**src/rtl/exc_redirect_if.sv**
```systemverilog
// Fetch-side redirect interface: the flush/hold/drop controls and the
// redirect PC valid/ready handshake between exc_redirect and the fetch stage.
interface exc_redirect_if;
    logic        flush;
    logic        fe_hold;
    logic        drop_resp;
    logic        redirect_valid;
    logic [31:0] redirect_pc;
    logic        if_busy;
    logic        redirect_ready;

    // Exception/redirect controller side
    modport master (
        output flush,
        output fe_hold,
        output drop_resp,
        output redirect_valid,
        output redirect_pc,
        input  if_busy,
        input  redirect_ready
    );

    // Fetch stage side
    modport slave (
        input  flush,
        input  fe_hold,
        input  drop_resp,
        input  redirect_valid,
        input  redirect_pc,
        output if_busy,
        output redirect_ready
    );
endinterface

```
**src/rtl/exc_redirect.sv**
```systemverilog
// Consumes CP0 exception/ERET outputs: flushes the pipeline, drains any
// outstanding instruction fetch, then hands fetch a redirect PC through a
// valid/ready handshake. Also keeps saturating exception/ERET counters.
module exc_redirect #(
    parameter logic [31:0] EXC_VECTOR    = 32'hBFC00380,
    parameter int          DRAIN_TIMEOUT = 16,
    parameter int          CNT_W         = 16
) (
    input  logic               clk,
    input  logic               resetn,
    input  logic               stall_i,
    input  logic               excep_i,
    input  logic               eret_i,
    input  logic [31:0]        epc_i,
    exc_redirect_if.master     fe,
    output logic               busy_o,
    output logic               drain_err_o,
    output logic [CNT_W-1:0]   exc_cnt_o,
    output logic [CNT_W-1:0]   eret_cnt_o
);

    localparam int            TW     = $clog2(DRAIN_TIMEOUT + 1);
    localparam logic [TW-1:0] T_LAST = TW'(DRAIN_TIMEOUT - 1);
    localparam logic [TW-1:0] T_MAX  = TW'(DRAIN_TIMEOUT);

    typedef enum logic [1:0] {
        IDLE     = 2'd0,
        DRAIN    = 2'd1,
        REDIRECT = 2'd2
    } state_t;

    typedef enum logic {
        KIND_EXC  = 1'b0,
        KIND_ERET = 1'b1
    } kind_t;

    state_t            state_q,     state_d;
    kind_t             kind_q,      kind_d;
    logic [31:0]       target_q,    target_d;
    logic [TW-1:0]     tcnt_q,      tcnt_d;
    logic              drain_err_q, drain_err_d;
    logic [CNT_W-1:0]  exc_cnt_q,   exc_cnt_d;
    logic [CNT_W-1:0]  eret_cnt_q,  eret_cnt_d;

    logic flush_c;
    logic fe_hold_c;
    logic drop_resp_c;
    logic redirect_valid_c;
    logic busy_c;
    logic accept_c;
    logic retarget_c;

    // An event is taken only from IDLE and only while the pipeline is not
    // stalled; an exception arriving while an ERET return is in flight
    // overrides the return target (interrupt during ERET).
    always_comb begin
        accept_c   = (state_q == IDLE) && !stall_i && (excep_i || eret_i);
        retarget_c = (state_q != IDLE) && excep_i && (kind_q == KIND_ERET);
    end

    // Next-state, datapath and output decode for the redirect FSM.
    // A retarget keeps the current state for that cycle so that the
    // exception vector is always presented on a later handshake, even if
    // fetch happened to accept the stale ERET target in the same cycle.
    always_comb begin
        state_d          = state_q;
        kind_d           = kind_q;
        target_d         = target_q;
        tcnt_d           = tcnt_q;
        drain_err_d      = drain_err_q;
        exc_cnt_d        = exc_cnt_q;
        eret_cnt_d       = eret_cnt_q;
        flush_c          = 1'b0;
        fe_hold_c        = 1'b0;
        drop_resp_c      = 1'b0;
        redirect_valid_c = 1'b0;
        busy_c           = 1'b0;

        case (state_q)
            IDLE: begin
                if (accept_c) begin
                    flush_c = 1'b1;
                    tcnt_d  = '0;
                    if (excep_i) begin
                        kind_d   = KIND_EXC;
                        target_d = EXC_VECTOR;
                        if (!(&exc_cnt_q)) begin
                            exc_cnt_d = exc_cnt_q + 1'b1;
                        end
                    end else begin
                        kind_d   = KIND_ERET;
                        target_d = epc_i;
                        if (!(&eret_cnt_q)) begin
                            eret_cnt_d = eret_cnt_q + 1'b1;
                        end
                    end
                    state_d = fe.if_busy ? DRAIN : REDIRECT;
                end
            end

            DRAIN: begin
                fe_hold_c   = 1'b1;
                drop_resp_c = 1'b1;
                busy_c      = 1'b1;
                if (tcnt_q != T_MAX) begin
                    tcnt_d = tcnt_q + 1'b1;
                end
                if (retarget_c) begin
                    flush_c  = 1'b1;
                    kind_d   = KIND_EXC;
                    target_d = EXC_VECTOR;
                    if (!(&exc_cnt_q)) begin
                        exc_cnt_d = exc_cnt_q + 1'b1;
                    end
                end else if (!fe.if_busy) begin
                    state_d = REDIRECT;
                end else if (tcnt_q >= T_LAST) begin
                    state_d     = REDIRECT;
                    drain_err_d = 1'b1;
                end
            end

            REDIRECT: begin
                redirect_valid_c = 1'b1;
                fe_hold_c        = 1'b1;
                busy_c           = 1'b1;
                if (retarget_c) begin
                    flush_c  = 1'b1;
                    kind_d   = KIND_EXC;
                    target_d = EXC_VECTOR;
                    if (!(&exc_cnt_q)) begin
                        exc_cnt_d = exc_cnt_q + 1'b1;
                    end
                end else if (fe.redirect_ready) begin
                    state_d = IDLE;
                end
            end

            default: begin
                state_d = IDLE;
            end
        endcase
    end

    // State and datapath registers with synchronous active-low reset.
    always_ff @(posedge clk) begin
        if (!resetn) begin
            state_q     <= IDLE;
            kind_q      <= KIND_EXC;
            target_q    <= '0;
            tcnt_q      <= '0;
            drain_err_q <= 1'b0;
            exc_cnt_q   <= '0;
            eret_cnt_q  <= '0;
        end else begin
            state_q     <= state_d;
            kind_q      <= kind_d;
            target_q    <= target_d;
            tcnt_q      <= tcnt_d;
            drain_err_q <= drain_err_d;
            exc_cnt_q   <= exc_cnt_d;
            eret_cnt_q  <= eret_cnt_d;
        end
    end

    assign fe.flush          = flush_c;
    assign fe.fe_hold        = fe_hold_c;
    assign fe.drop_resp      = drop_resp_c;
    assign fe.redirect_valid = redirect_valid_c;
    assign fe.redirect_pc    = target_q;
    assign busy_o            = busy_c;
    assign drain_err_o       = drain_err_q;
    assign exc_cnt_o         = exc_cnt_q;
    assign eret_cnt_o        = eret_cnt_q;

endmodule

```
**src/flat_wrapper.sv**
```systemverilog
// flat-port wrapper written by rule: the top's interface ports become plain ports
module exc_redirect_flat 
#(
    parameter logic [31:0] EXC_VECTOR    = 32'hBFC00380,
    parameter int          DRAIN_TIMEOUT = 16,
    parameter int          CNT_W         = 16
)
  (clk, resetn, stall_i, excep_i, eret_i, epc_i, busy_o, drain_err_o, exc_cnt_o, eret_cnt_o, fe_flush, fe_fe_hold, fe_drop_resp, fe_redirect_valid, fe_redirect_pc, fe_if_busy, fe_redirect_ready);
  exc_redirect_if fe_i ();
  input  logic clk;
  input  logic resetn;
  input  logic stall_i;
  input  logic excep_i;
  input  logic eret_i;
  input  logic [31:0] epc_i;
  output logic busy_o;
  output logic drain_err_o;
  output logic [CNT_W-1:0] exc_cnt_o;
  output logic [CNT_W-1:0] eret_cnt_o;
  output wire logic [$bits(fe_i.flush)-1:0] fe_flush;
  output wire logic [$bits(fe_i.fe_hold)-1:0] fe_fe_hold;
  output wire logic [$bits(fe_i.drop_resp)-1:0] fe_drop_resp;
  output wire logic [$bits(fe_i.redirect_valid)-1:0] fe_redirect_valid;
  output wire logic [$bits(fe_i.redirect_pc)-1:0] fe_redirect_pc;
  input wire logic [$bits(fe_i.if_busy)-1:0] fe_if_busy;
  input wire logic [$bits(fe_i.redirect_ready)-1:0] fe_redirect_ready;
  assign fe_flush = fe_i.flush;
  assign fe_fe_hold = fe_i.fe_hold;
  assign fe_drop_resp = fe_i.drop_resp;
  assign fe_redirect_valid = fe_i.redirect_valid;
  assign fe_redirect_pc = fe_i.redirect_pc;
  assign fe_i.if_busy = fe_if_busy;
  assign fe_i.redirect_ready = fe_redirect_ready;
  exc_redirect #(.EXC_VECTOR(EXC_VECTOR), .DRAIN_TIMEOUT(DRAIN_TIMEOUT), .CNT_W(CNT_W)) u_core (.clk(clk), .resetn(resetn), .stall_i(stall_i), .excep_i(excep_i), .eret_i(eret_i), .epc_i(epc_i), .fe(fe_i), .busy_o(busy_o), .drain_err_o(drain_err_o), .exc_cnt_o(exc_cnt_o), .eret_cnt_o(eret_cnt_o));
endmodule
```
**config.mk**
```make
export PLATFORM = sky130hd
export DESIGN_NAME = exc_redirect_flat
export DESIGN_NICKNAME = d
export VERILOG_FILES = /design/src/rtl/exc_redirect_if.sv /design/src/rtl/exc_redirect.sv /design/src/flat_wrapper.sv
export SDC_FILE = /design/constraint.sdc
export NUM_CORES = 1
export LEC_CHECK = 0
export ABC_CLOCK_PERIOD_IN_PS = 8000
export CORE_MARGIN = 5
export CORE_UTILIZATION = 49
export CTS_CLUSTER_DIAMETER = 50
export DETAILED_ROUTE_END_ITERATION = 10
export PLACE_DENSITY = 0.93
export RECOVER_POWER = 50
export SETUP_SLACK_MARGIN = 0.3
export SYNTH_ARGS = -nofsm -noshare
export SYNTH_HDL_FRONTEND = slang
export SYNTH_SLANG_ARGS = --single-unit
```
**constraint.sdc**
```tcl
create_clock -name clk -period 8 [get_ports clk]
set_clock_uncertainty 0.2 [all_clocks]
set_input_delay 2.4 -clock clk [delete_from_list [all_inputs] [get_ports clk]]
set_output_delay 2.4 -clock clk [all_outputs]
set_load 0.01 [all_outputs]
```
# [Yosys cells after proc, flatten, opt, wreduce, memory -nomap -nowiden]
# Cells that the tools add are included.
[word_totals] reg_bits=73 in_bits=39 out_inout_bits=70 elab_cells=74
[op_classes] add_sub_neg=3 order_cmp=1 n_eq_ne=11 n_mux=30 n_bitwise=3 reduce_logical=19
[ops] operator="2-to-1 mux 32 bit" n=3
[ops] operator="2-to-1 mux 16 bit" n=4
[ops] operator="case mux 32 bit (2 select lines)" n=1
[ops] operator="adder 16 x 1 -> 16 bit, second input constant" n=2
[ops] operator="case mux 16 bit (2 select lines)" n=1
[ops] operator="AND reduction 16 bit" n=2
[ops] operator="2-to-1 mux 2 bit" n=7
[ops] operator="AND reduction 4 bit" n=3
[ops] operator="2-to-1 mux 5 bit" n=2
[ops] operator="case mux 5 bit (2 select lines)" n=1
[ops] operator="2-to-1 mux 1 bit" n=8
[ops] operator="inequality test 2 bit, second input constant" n=4
[ops] operator="inequality test 2 x 1 -> 1 bit, second input constant" n=3
[ops] operator="case mux 2 bit (3 select lines)" n=1
[ops] operator="AND reduction 3 bit" n=2
[ops] operator="nonzero test 2 bit" n=3
[ops] operator="adder 5 x 1 -> 5 bit, second input constant" n=1
[ops] operator="greater-or-equal comparator 5 x 4 -> 1 bit, second input constant" n=1
[ops] operator="inequality test 5 bit, second input constant" n=1
[ops] operator="AND reduction 5 bit" n=1
[ops] operator="logical AND 1 bit" n=4
[ops] operator="case mux 1 bit (2 select lines)" n=2
[ops] operator="inequality test 3 x 2 -> 1 bit, second input constant" n=1
[ops] operator="NOT 1 bit" n=3
[ops] operator="6 further kinds" n=6

# [Depth between registers and ports, before layout]
# Gate-level depths: netlist of the first run.
[depth] depth_word=5 depth_mapped=9 depth_no_buf=7

# [Worst setup path before layout of the first run]
# No wires, ideal clock.
[synth_timing] kind="input to output" startpoint="in excep_i" endpoint="out fe_flush" t_arrival_ns=2.828 slack_ns=2.572 stages=4 n_path_buf=0 path_cell_list="nand3b_1 > inv_1 > a22oi_1 > nor2_1"
[synth_between] elab_chain_len=4 elab_cells_between_ends=7 cone_classes="mux: 3; reduce/logical: 4"
[synth_lines] element="start: declaration" line="flat_wrapper.sv:13" rtl="input logic excep_i;"
[synth_lines] element="logical AND 1 bit or logical OR 1 bit (tied branches)" line="exc_redirect.sv:58, exc_redirect.sv:57"
[synth_lines] element="logical AND 1 bit, on equally long branches" line="exc_redirect.sv:58, exc_redirect.sv:57"
[synth_lines] element="2-to-1 mux 1 bit, on equally long branches" line="exc_redirect.sv:108, exc_redirect.sv:127, exc_redirect.sv:81"
[synth_lines] element="case mux 1 bit (2 select lines) *" line="exc_redirect.sv:79" rtl="case (state_q)"
[synth_lines] element="end: declaration" line="flat_wrapper.sv:20" rtl="output wire logic [$bits(fe_i.flush)-1:0] fe_flush;"
# Every way passes the cells marked *; elsewhere a longest branch is shown, timed or not.

# [Final worst setup path of the first run]
# Ends and elaborated chain as after synthesis.

==> impl_results.md, run 1 <==
* Post-route minimum period at about 6800 ps
* Busiest grt layer: met2
* Worst-Margin Slew at between 2000 and 2500 ps
* Rows at 29
* Internal power at ~0.00077 W
* Switch share at 0.318
* Initial antenna violation count at 0
* Routability cong. at ~0.82
* Met2 Use GR at 0.371
* Max-cap violation count at 1
* Max Fanout on Critical Path at 8
* DRC violation count after routing at 0
* Status: finished with violations
* Die X at 90.9 um
* Synthesized area at 3210 um2
* Die height at roughly 90 um
* Initial Utilization at 0.506
* Mean Syn Cell Area at ~8.6 um2
* 1st-pass router iterations at 6
* Final Hold Violating Endpoints at 0
* Post-layout util at 0.719
* Main synth FF type: dfxtp_1
* Crit path DAT at ~4200 ps
* Largest net degree at the start of global routing at just over 70
* Total track usage at 0.212
* Fmax at 147 MHz
* Drt via density at 5.80
* Post-CTS Setup Inserts at 0
* Top cell type's share of synthesized area at 0.455
* Max-slew violation count at between 70 and 80
* Clock slew at reported path FFs at around 80 ps
* Port Buf Inserts at between 100 and 150
* Register area at around 1500 um2
* Final setup violation count at 0
* Hold buffer count at CTS at 0
* Net Sw Power at 0.000358 W
* RSZ-0062 raised after global routing: no
* Fillers at ~480
* Met3 usage at 0.0413
* Ys Warns at 0
* First-pass GRT wire length at 14600 um
* Syn Inst Count at 372
* R2R depth at 7
* Nets at 523
* Fraction of layout cells with a size suffix above 1 at 0.0479
* CTS tree: built
* Final Total Pwr at approximately 0.0011 W
* Crit Path Class: input pin to output pin
* Longest Clk Path Bufs at 2
* Hold EP: u_core.fe.redirect_pc[31]
* Multi-input logic area at around 1600 um2
* Critical Path Start Type: input pin
* Post-route clock period utilization at 0.848
* Gr ovfl total at 0
* Area Overhead vs Synth at 42.2%
* Comb power frac at 0.318
* CTS sink count at 73
* Core Box Area at approximately 6300 um2
* Setup TNS at 0 ps
* Commonest non-fill, non-tap cells in the layout: dfxtp_1, nor2_1, dlygate4sd3_1, clkdlybuf4s50_1, a22oi_1
* Hpwl dp at about 6400 um
* HP Start: u_core.fe.redirect_pc[31]
* WP data required at approximately 5400 ps
* WL final at roughly 9100 um
* Reg-to-reg startpoint: u_core.state_q[0]
* Syn Nets at 420
* Post-CTS sizing at 0
* Count of cell types in the netlist at 47
* ANT nets after route at 0
* N_diodes at 0
* Num CTS Buffers at 9
* Yosys reg bits at 73
* Pwr/cell area at ~250 nW/um2
* R2R Setup Slk at between 4000 and 5000 ps
* Ports at 109
* Clk Latency, worst-skew pair at about 340 ps
* Clock power frac at 0.290
* Commonest non-fill, non-tap cell in the layout: dfxtp_1
* Hold path cells at 2
* Vias in the first global route at just over 3000
* Register area share after synthesis at 0.455
* Max H-tree Level at 3
* Design Area, Final at between 4000 and 5000 um2
* Crit. End Element: output pin
* Synth async-reset ratio at 0
* Post-synth EDFFs at 0
* Die Footprint at around 8300 um2
* Peak VDD IR at 0.153 mV
* Initial drt markers at 200
* Ranking of synthesized cells by area: dfxtp_1, nor2_1, xnor2_1
* Met1 Resource Use GR at 0.249
* Hold Crit Class: flip-flop to flip-flop
* Clock root buffer master: clkbuf_8
* P_leak at around 1.8 nW
* Vias at roughly 3200
* Reg2Reg Capture Point: u_core.exc_cnt_o[9]
* Failing checks: max-capacitance violations, max-slew violations
* Wire per inst at approximately 16 um
* Post-Place Cell Area at 4340 um2
* Sequential power share at 0.391
* Leading area contributor after synthesis: dfxtp_1
* Relative slew slack at -0.389
## area by class of cell
type                    instances  area share
flip-flops and latches         73       0.320
inverters                      14      0.0115
clock inverters                 5      0.0170
clock buffers                  11      0.0332
multi-input cells             267       0.357
repair buffers                110       0.240
well taps                      77      0.0211
## metrics by stage
step           worst slack, ps  cells  hold slack, ps
4_1_cts                   1330    557             296
3_5_place_dp              1330    541             271
2_1_floorplan             2570    372             272
6_report                  1220    557             310
5_1_grt                   1170    557             341
3_3_place_gp              1430    541             278
## state kept, by name, summed over array words and instances, names as in the netlist
name	flops
u_core.eret_cnt_o	16
u_core.fe.redirect_pc	32
u_core.drain_err_o	1
u_core.state_q	2
u_core.kind_q	1
u_core.exc_cnt_o	16
u_core.tcnt_q	5
## kinds of logic after synthesis
kind of cell	synth area share
DFF	0.455
muxes	0.0160
buffers and inverters	0.0390
xor gates and xnor gates	0.0573
and+or+nand+nor	0.253
adders and majority gates	0.0351
AOI/OAI and AO/OA	0.145
## power by group through the flow
stage / combinational (W) / clock (W) / sequential, W
after global routing: 0.000390 / 0.000348 / 0.000447
after CTS: 0.000375 / 0.000330 / 0.000443
after global placement: 0.000362 / 0 / 0.000446
after floorplan: 0.000189 / 0 / 0.000465
after detailed placement: 0.000373 / 0 / 0.000449
final: 0.000358 / 0.000327 / 0.000441
## worst max path at each step
stage                        from  slack, ps  cells past startpoint        to
after CTS                 excep_i       1330                      6  fe_flush
after detailed placement  excep_i       1330                      6  fe_flush
after global placement    excep_i       1430                      6  fe_flush
after floorplan           excep_i       2570                      4  fe_flush
after global routing      excep_i       1170                      6  fe_flush
final                     excep_i       1220                      6  fe_flush
## critical path, stage by stage
cell and delay [ps]:
dlygate4sd3_1 690, nand3b_1 230, inv_1 130, a22oi_1 80, nor2_1 110, clkdlybuf4s50_1 540
## routing by layer
metal / wire length (um) / vias up
met5: 0 / -
met4: 205 / 0
met3: 683 / 21
met2: 4720 / 179
met1: 3460 / 1490
li1: - / 1539
## Yosys cell counts, drive strengths merged (7+ instances only)
cell type and count:
clkbuf 16, nand3 15, o22ai 12, inv 14, ha 9, nand4 9, o21ai 7, nor3 14
nor2 69, nand2 17, xnor2 20, dfxtp 73, a21oi 15, a22oi 21, nor4 11
(Power assumes the default switching activity.)
==> run 2: changes to the inputs <==
- ABC_CLOCK_PERIOD_IN_PS: 8000 -> 5860
- CORE_UTILIZATION: 49 -> 41
- PLACE_DENSITY: 0.93 -> 0.84
- clock period: 8 -> 5.86 ns (I/O delays scaled with it)
==> run 2 against run 1 <==
Compared with the run above:
- the flow still finishes with violations (max-capacitance violations, max-slew violations)
- highest routed layer unchanged
- largest power group unchanged
- register-to-register slack got worse by 2100 ps
- first-iteration DRC count decreased by 9.5%
- flip-flop and latch count unchanged
==> impl_results.md, run 2 (synthesis results as in run 1) <==
* WP data required at 3900 ps (-1500 ps)
* WL final at 8570 um (-5.4%)
* ANT nets after route at 0 (unchanged)
* Initial drt markers at 181 (-9.5%)
* Gr ovfl total at 0 (unchanged)
* Post-CTS sizing at 0 (unchanged)
* Status: finished with violations
* Post-route clock period utilization at 0.932
* Crit Path Class: input pin to output pin
* Die height at 98.5 um (+8.3%)
* Post-Place Cell Area at 4370 um2 (+0.72%)
* Routability cong. at 0.820 (+0.12%)
* Design Area, Final at 4570 um2 (+0.14%)
* Hpwl dp at 6210 um (-3.4%)
* Worst-Margin Slew at 2090 ps (+10.6 ps)
* Post-CTS Setup Inserts at 0 (unchanged)
* Die X at 98.5 um (+8.3%)
* Clock root buffer master: clkbuf_8
* Peak VDD IR at 0.172 mV (+13%)
* WP buf/inv at 3 (unchanged)
* CTS sink count at 73 (unchanged)
* Non-filler instance count after layout at 581 (+4.3%)
* Port Buf Inserts at 108 (unchanged)
* Commonest non-fill, non-tap cells in the layout: dfxtp_1, nor2_1, dlygate4sd3_1, clkdlybuf4s50_1, a22oi_1
* Commonest non-fill, non-tap cell in the layout: dfxtp_1
* Drt via density at 5.37 (-7.4%)
* Fin worst setup slack at 399 ps (-820 ps)
* Worst path top cell family by delay: buffers and inverters
* Clk Latency, worst-skew pair at 340 ps (about the same)
* Fraction of layout cells with a size suffix above 1 at 0.0459 (-0.00199)
* Hold buffer count at CTS at 0 (unchanged)
* Vias in the first global route at 3024 (-2.6%)
* Critical Path Start Type: input pin
* Pwr/cell area at 324 nW/um2 (+32%)
* Core Box Area at 7690 um2 (+21%)
* P_leak at 1.77 nW (-1.2%)
* Worst stage delay on the critical path at 690 ps (about the same)
* RSZ-0062 raised after global routing: no
* N_diodes at 0 (unchanged)
* Failing checks: max-capacitance violations, max-slew violations
* Initial Utilization at 0.418 (-0.0880)
* Longest Clk Path Bufs at 2 (unchanged)
* Largest net degree at the start of global routing at 71 (unchanged)
* Cell Chain, Critical Path: dlygate4sd3_1 > nand3b_1 > inv_1 > a22oi_1 > nor2_1 > clkdlybuf4s50_1
* Max-cap violation count at 1 (unchanged)
* Slowest cell on crit path: dlygate4sd3_1
* Hold Crit Class: flip-flop to flip-flop
* Num CTS Buffers at 9 (unchanged)
* Cells after DPL at 566 (+4.6%)
* Crit. End Element: output pin
* Fmax at around 180 MHz
* Pre-CTS setup slack at 491 ps (-838 ps)
* Wire per inst at 14.8 um (-9.3%)
* Crit path DAT at 3500 ps (-680 ps)
* Ports at 109 (unchanged)
* Setup TNS at 0 ps (unchanged)
* Max-slew violation count at 71 (unchanged)
* Rows at 32 (+10%)
* Final setup violation count at 0 (unchanged)
* 1st-pass router iterations at 4 (-2)
* Final Hold Violating Endpoints at 0 (unchanged)
* DRC violation count after routing at 0 (unchanged)
* Max reg flops at 32 (unchanged)
* Relative slew slack at -0.396 (-0.00708)
* Max H-tree Level at 3 (unchanged)
* Total track usage at 0.173 (-0.0386)
* Max Fanout on Critical Path at 8 (unchanged)
* Area Overhead vs Synth at 42.4%
* Nets at 523 (unchanged)
* Post-route minimum period at 5460 ps
* First-pass GRT wire length at 13900 um (-5.0%)
* Clock slew at reported path FFs at 70 ps (about the same)
* Die Footprint at 9700 um2 (+17%)
* Vias at 3119 (-3.4%)
* CTS tree: built
* Initial antenna violation count at 0 (unchanged)
[run 2: cell types whose count changed in the layout (fill, tap and decap cells not counted), sizes merged]
cell / previous run / this run
clkinv: 2 / 0
clkinvlp: 1 / 3
bufinv: 2 / 1
[run 2: worst register-to-register path: stages (launching register included)]
cell and delay [ps]:
dfxtp_1 390, inv_1 80, ha_1 420, or4b_1 520
o31a_1 280, or4b_4 620, or3_1 330, a21oi_1 150
[run 2: through the flow]
| stage | total power [W] | util | hold slack [ps] |
|---|---|---|---|
| 2_1_floorplan | 0.000893 | - | 272 |
| 3_3_place_gp | 0.00111 | 0.568 | 267 |
| 3_5_place_dp | 0.00112 | 0.568 | 277 |
| 4_1_cts | 0.00152 | 0.595 | 295 |
| 5_1_grt | 0.00157 | 0.595 | 339 |
| 6_report | 0.00148 | 0.595 | 273 |
[run 2: worst paths after layout]
kind	cells past startpoint	start	slack, ps	to
setup reg to reg	7	u_core.state_q[0]	2770	u_core.exc_cnt_o[15]
setup / recovery	6	excep_i	400	fe_flush
hold reg to reg	2	u_core.drain_err_o	270	u_core.drain_err_o
hold / removal	2	u_core.drain_err_o	270	u_core.drain_err_o
[run 2: cell type report]
class / instances / area, um2
sequential: 73 / 1460
fill: 696 / 3120
inverter: 14 / 52.6
clock inverter: 4 / 52.6
tap: 102 / 128
clock buffer: 11 / 151
timing repair buffer: 110 / 1100
multi-input combinational: 267 / 1630
[run 2: layer usage]
metal  part of all wire  up-vias  track usage  wire length [um]
li1                   -     1543            -                 -
met1               0.41     1465        0.204              3540
met2               0.49       97        0.292              4220
met3              0.076       14       0.0552               650
met4              0.018        0       0.0714               155
met5                  0        -            0                 0
[run 2: report_power, final]
group          total [W]  internal, W  switching [W]  leakage (nW)
combinational   0.000488     0.000225       0.000262          1.08
clock           0.000398     0.000217       0.000181        0.0937
sequential      0.000597     0.000561      0.0000368         0.594
==> run 3: changes to the inputs <==
- CORE_MARGIN: 5 -> 2
==> run 3 against run 2 <==
Compared with the run above:
- the run still ends with max-capacitance violations, max-slew violations left
- die area is 12% lower
- global-route usage increased by 3.0 points
- via count fell by 0.32%
- critical endpoint unchanged
==> impl_results.md, run 3 (synthesis results as in run 1) <==
* WP data required at 3900 ps (about the same)
* Net Sw Power at 0.000499 W (+4.1%)
* Clk Latency, worst-skew pair at 350 ps (about the same)
* ANT nets after route at 0 (unchanged)
* Fmax at 184 MHz (+0.20%)
* Vias in the first global route at 3045 (+0.69%)
* Sequential power share at 0.393 (-0.010)
* CTS tree: built
* Clock root buffer master: clkbuf_8
* Drt via density at 5.34 (-0.49%)
* Register area at 1460 um2 (unchanged)
* Final Hold Violating Endpoints at 0 (unchanged)
* Worst-Margin Slew at 2080 ps (-9.07 ps)
* Final setup violation count at 0 (unchanged)
* RSZ-0062 raised after global routing: no
* Commonest non-fill, non-tap cells in the layout: dfxtp_1, nor2_1, dlygate4sd3_1, clkdlybuf4s50_1, a22oi_1
* Critical Path Start Type: input pin
* Multi-input logic area at 1630 um2 (unchanged)
* Area Overhead vs Synth at 43.1%
* P_leak at 1.79 nW (+0.92%)
* Relative slew slack at -0.390 (+0.00606)
* Num CTS Buffers at 9 (unchanged)
* Pwr/cell area at 333 nW/um2 (+2.6%)
* Max H-tree Level at 3 (unchanged)
* Total track usage at 0.203 (+0.0296)
* Max-slew violation count at 71 (unchanged)
* Initial antenna violation count at 0 (unchanged)
* Fillers at 666 (-4.3%)
* Clock slew at reported path FFs at 80 ps (about the same)
* Vias at 3109 (-0.32%)
* Port Buf Inserts at 108 (unchanged)
* Comb power frac at 0.318 (-0.011)
* Post-CTS sizing at 0 (unchanged)
* Gr ovfl total at 0 (unchanged)
* Crit Path Class: input pin to output pin
* Wire per inst at 14.5 um (-1.7%)
* Die height at 92.5 um (-6.1%)
* WL final at 8440 um (-1.6%)
* Core Box Area at 7650 um2 (-0.52%)
* Crit. End Element: output pin
* Fin worst setup slack at 410 ps (+11.0 ps)
* Routability cong. at 0.844 (+2.9%)
* Post-CTS Setup Inserts at 0 (unchanged)
* Nets at 523 (unchanged)
* CTS sink count at 73 (unchanged)
* Die Footprint at 8550 um2 (-12%)
* Rows at 32 (unchanged)
* 1st-pass router iterations at 4 (unchanged)
* Internal power at 0.00103 W (+2.6%)
* Setup TNS at 0 ps (unchanged)
* Pre-CTS setup slack at 491 ps (+0.0590 ps)
* Max-cap violation count at 1 (unchanged)
* Max reg flops at 32 (unchanged)
* Switch share at 0.327 (+0.00321)
* N_diodes at 0 (unchanged)
* Peak VDD IR at 0.166 mV (-3.8%)
* Longest Clk Path Bufs at 2 (unchanged)
* Hold buffer count at CTS at 0 (unchanged)
* First-pass GRT wire length at 14100 um (+1.2%)
* Largest net degree at the start of global routing at 71 (unchanged)
* Fraction of layout cells with a size suffix above 1 at 0.0479 (+0.00199)
* Failing checks: max-capacitance violations, max-slew violations
* Hpwl dp at 6050 um (-2.6%)
* Status: finished with violations
* Crit path DAT at 3490 ps (about the same)
* Post-route minimum period at 5450 ps (-11.0 ps)
* Design Area, Final at 4590 um2 (+0.49%)
* Die X at 92.5 um (-6.1%)
* Ports at 109 (unchanged)
* Post-route clock period utilization at 0.930 (-0.00187)
* Clock power frac at 0.289 (+0.021)
* DRC violation count after routing at 0 (unchanged)
* Post-Place Cell Area at 4370 um2 (unchanged)
* Hold Crit Class: flip-flop to flip-flop
* Initial drt markers at 149 (-18%)
* Initial Utilization at 0.420 (+0.00219)
* Commonest non-fill, non-tap cell in the layout: dfxtp_1
* Max Fanout on Critical Path at 8 (unchanged)
[run 3: changes by cell type in the layout (fill, tap and decap cells not counted)]
cell        change
inv_6           +1
bufinv_16       +1
clkinv_4        +3
clkbuf_8        -2
clkinvlp_4      -2
[run 3: area by class of cell]
class | count | area share
sequential | 73 | 0.318
timing repair buffer | 110 | 0.239
clock buffer | 9 | 0.0270
inverter | 14 | 0.0114
tap | 102 | 0.0278
clock inverter | 7 | 0.0223
multi-input combinational | 267 | 0.355
[run 3: critical path: stages]
cell,delay [ps]
dlygate4sd3_1,680
nand3b_1,240
inv_1,100
a22oi_1,60
nor2_1,100
clkdlybuf4s50_1,550
[run 3: stage by stage]
stage	hold WS, ps	power [W]	cells	utilization
2_1_floorplan	272	0.000893	372	-
3_3_place_gp	272	0.00110	566	0.571
3_5_place_dp	294	0.00112	566	0.571
4_1_cts	305	0.00156	582	0.601
5_1_grt	326	0.00161	582	0.601
6_report	294	0.00153	582	0.601
[run 3: metal layers]
metal,vias up,GRT usage,share of wire
met4,0,0.0833,0.013
met5,-,0,0
met2,97,0.345,0.50
met1,1461,0.244,0.42
li1,1540,-,-
met3,11,0.0496,0.067
[run 3: worst paths after layout]
| path | depth (start not counted) | slack (ps) | from | end |
|---|---|---|---|---|
| setup / recovery | 6 | 410 | excep_i | fe_flush |
| hold / removal | 2 | 290 | u_core.exc_cnt_o[12] | u_core.exc_cnt_o[12] |
| setup reg to reg | 7 | 2840 | u_core.state_q[0] | u_core.exc_cnt_o[11] |
| hold reg to reg | 2 | 290 | u_core.exc_cnt_o[12] | u_core.exc_cnt_o[12] |
[run 3: power by group through the flow]
stage | clock [W] | sequential, W | combinational, W
floorplan | 0 | 0.000634 | 0.000258
global placement | 0 | 0.000611 | 0.000493
detailed placement | 0 | 0.000613 | 0.000507
CTS | 0.000449 | 0.000603 | 0.000510
global route | 0.000469 | 0.000609 | 0.000536
finish | 0.000441 | 0.000601 | 0.000487
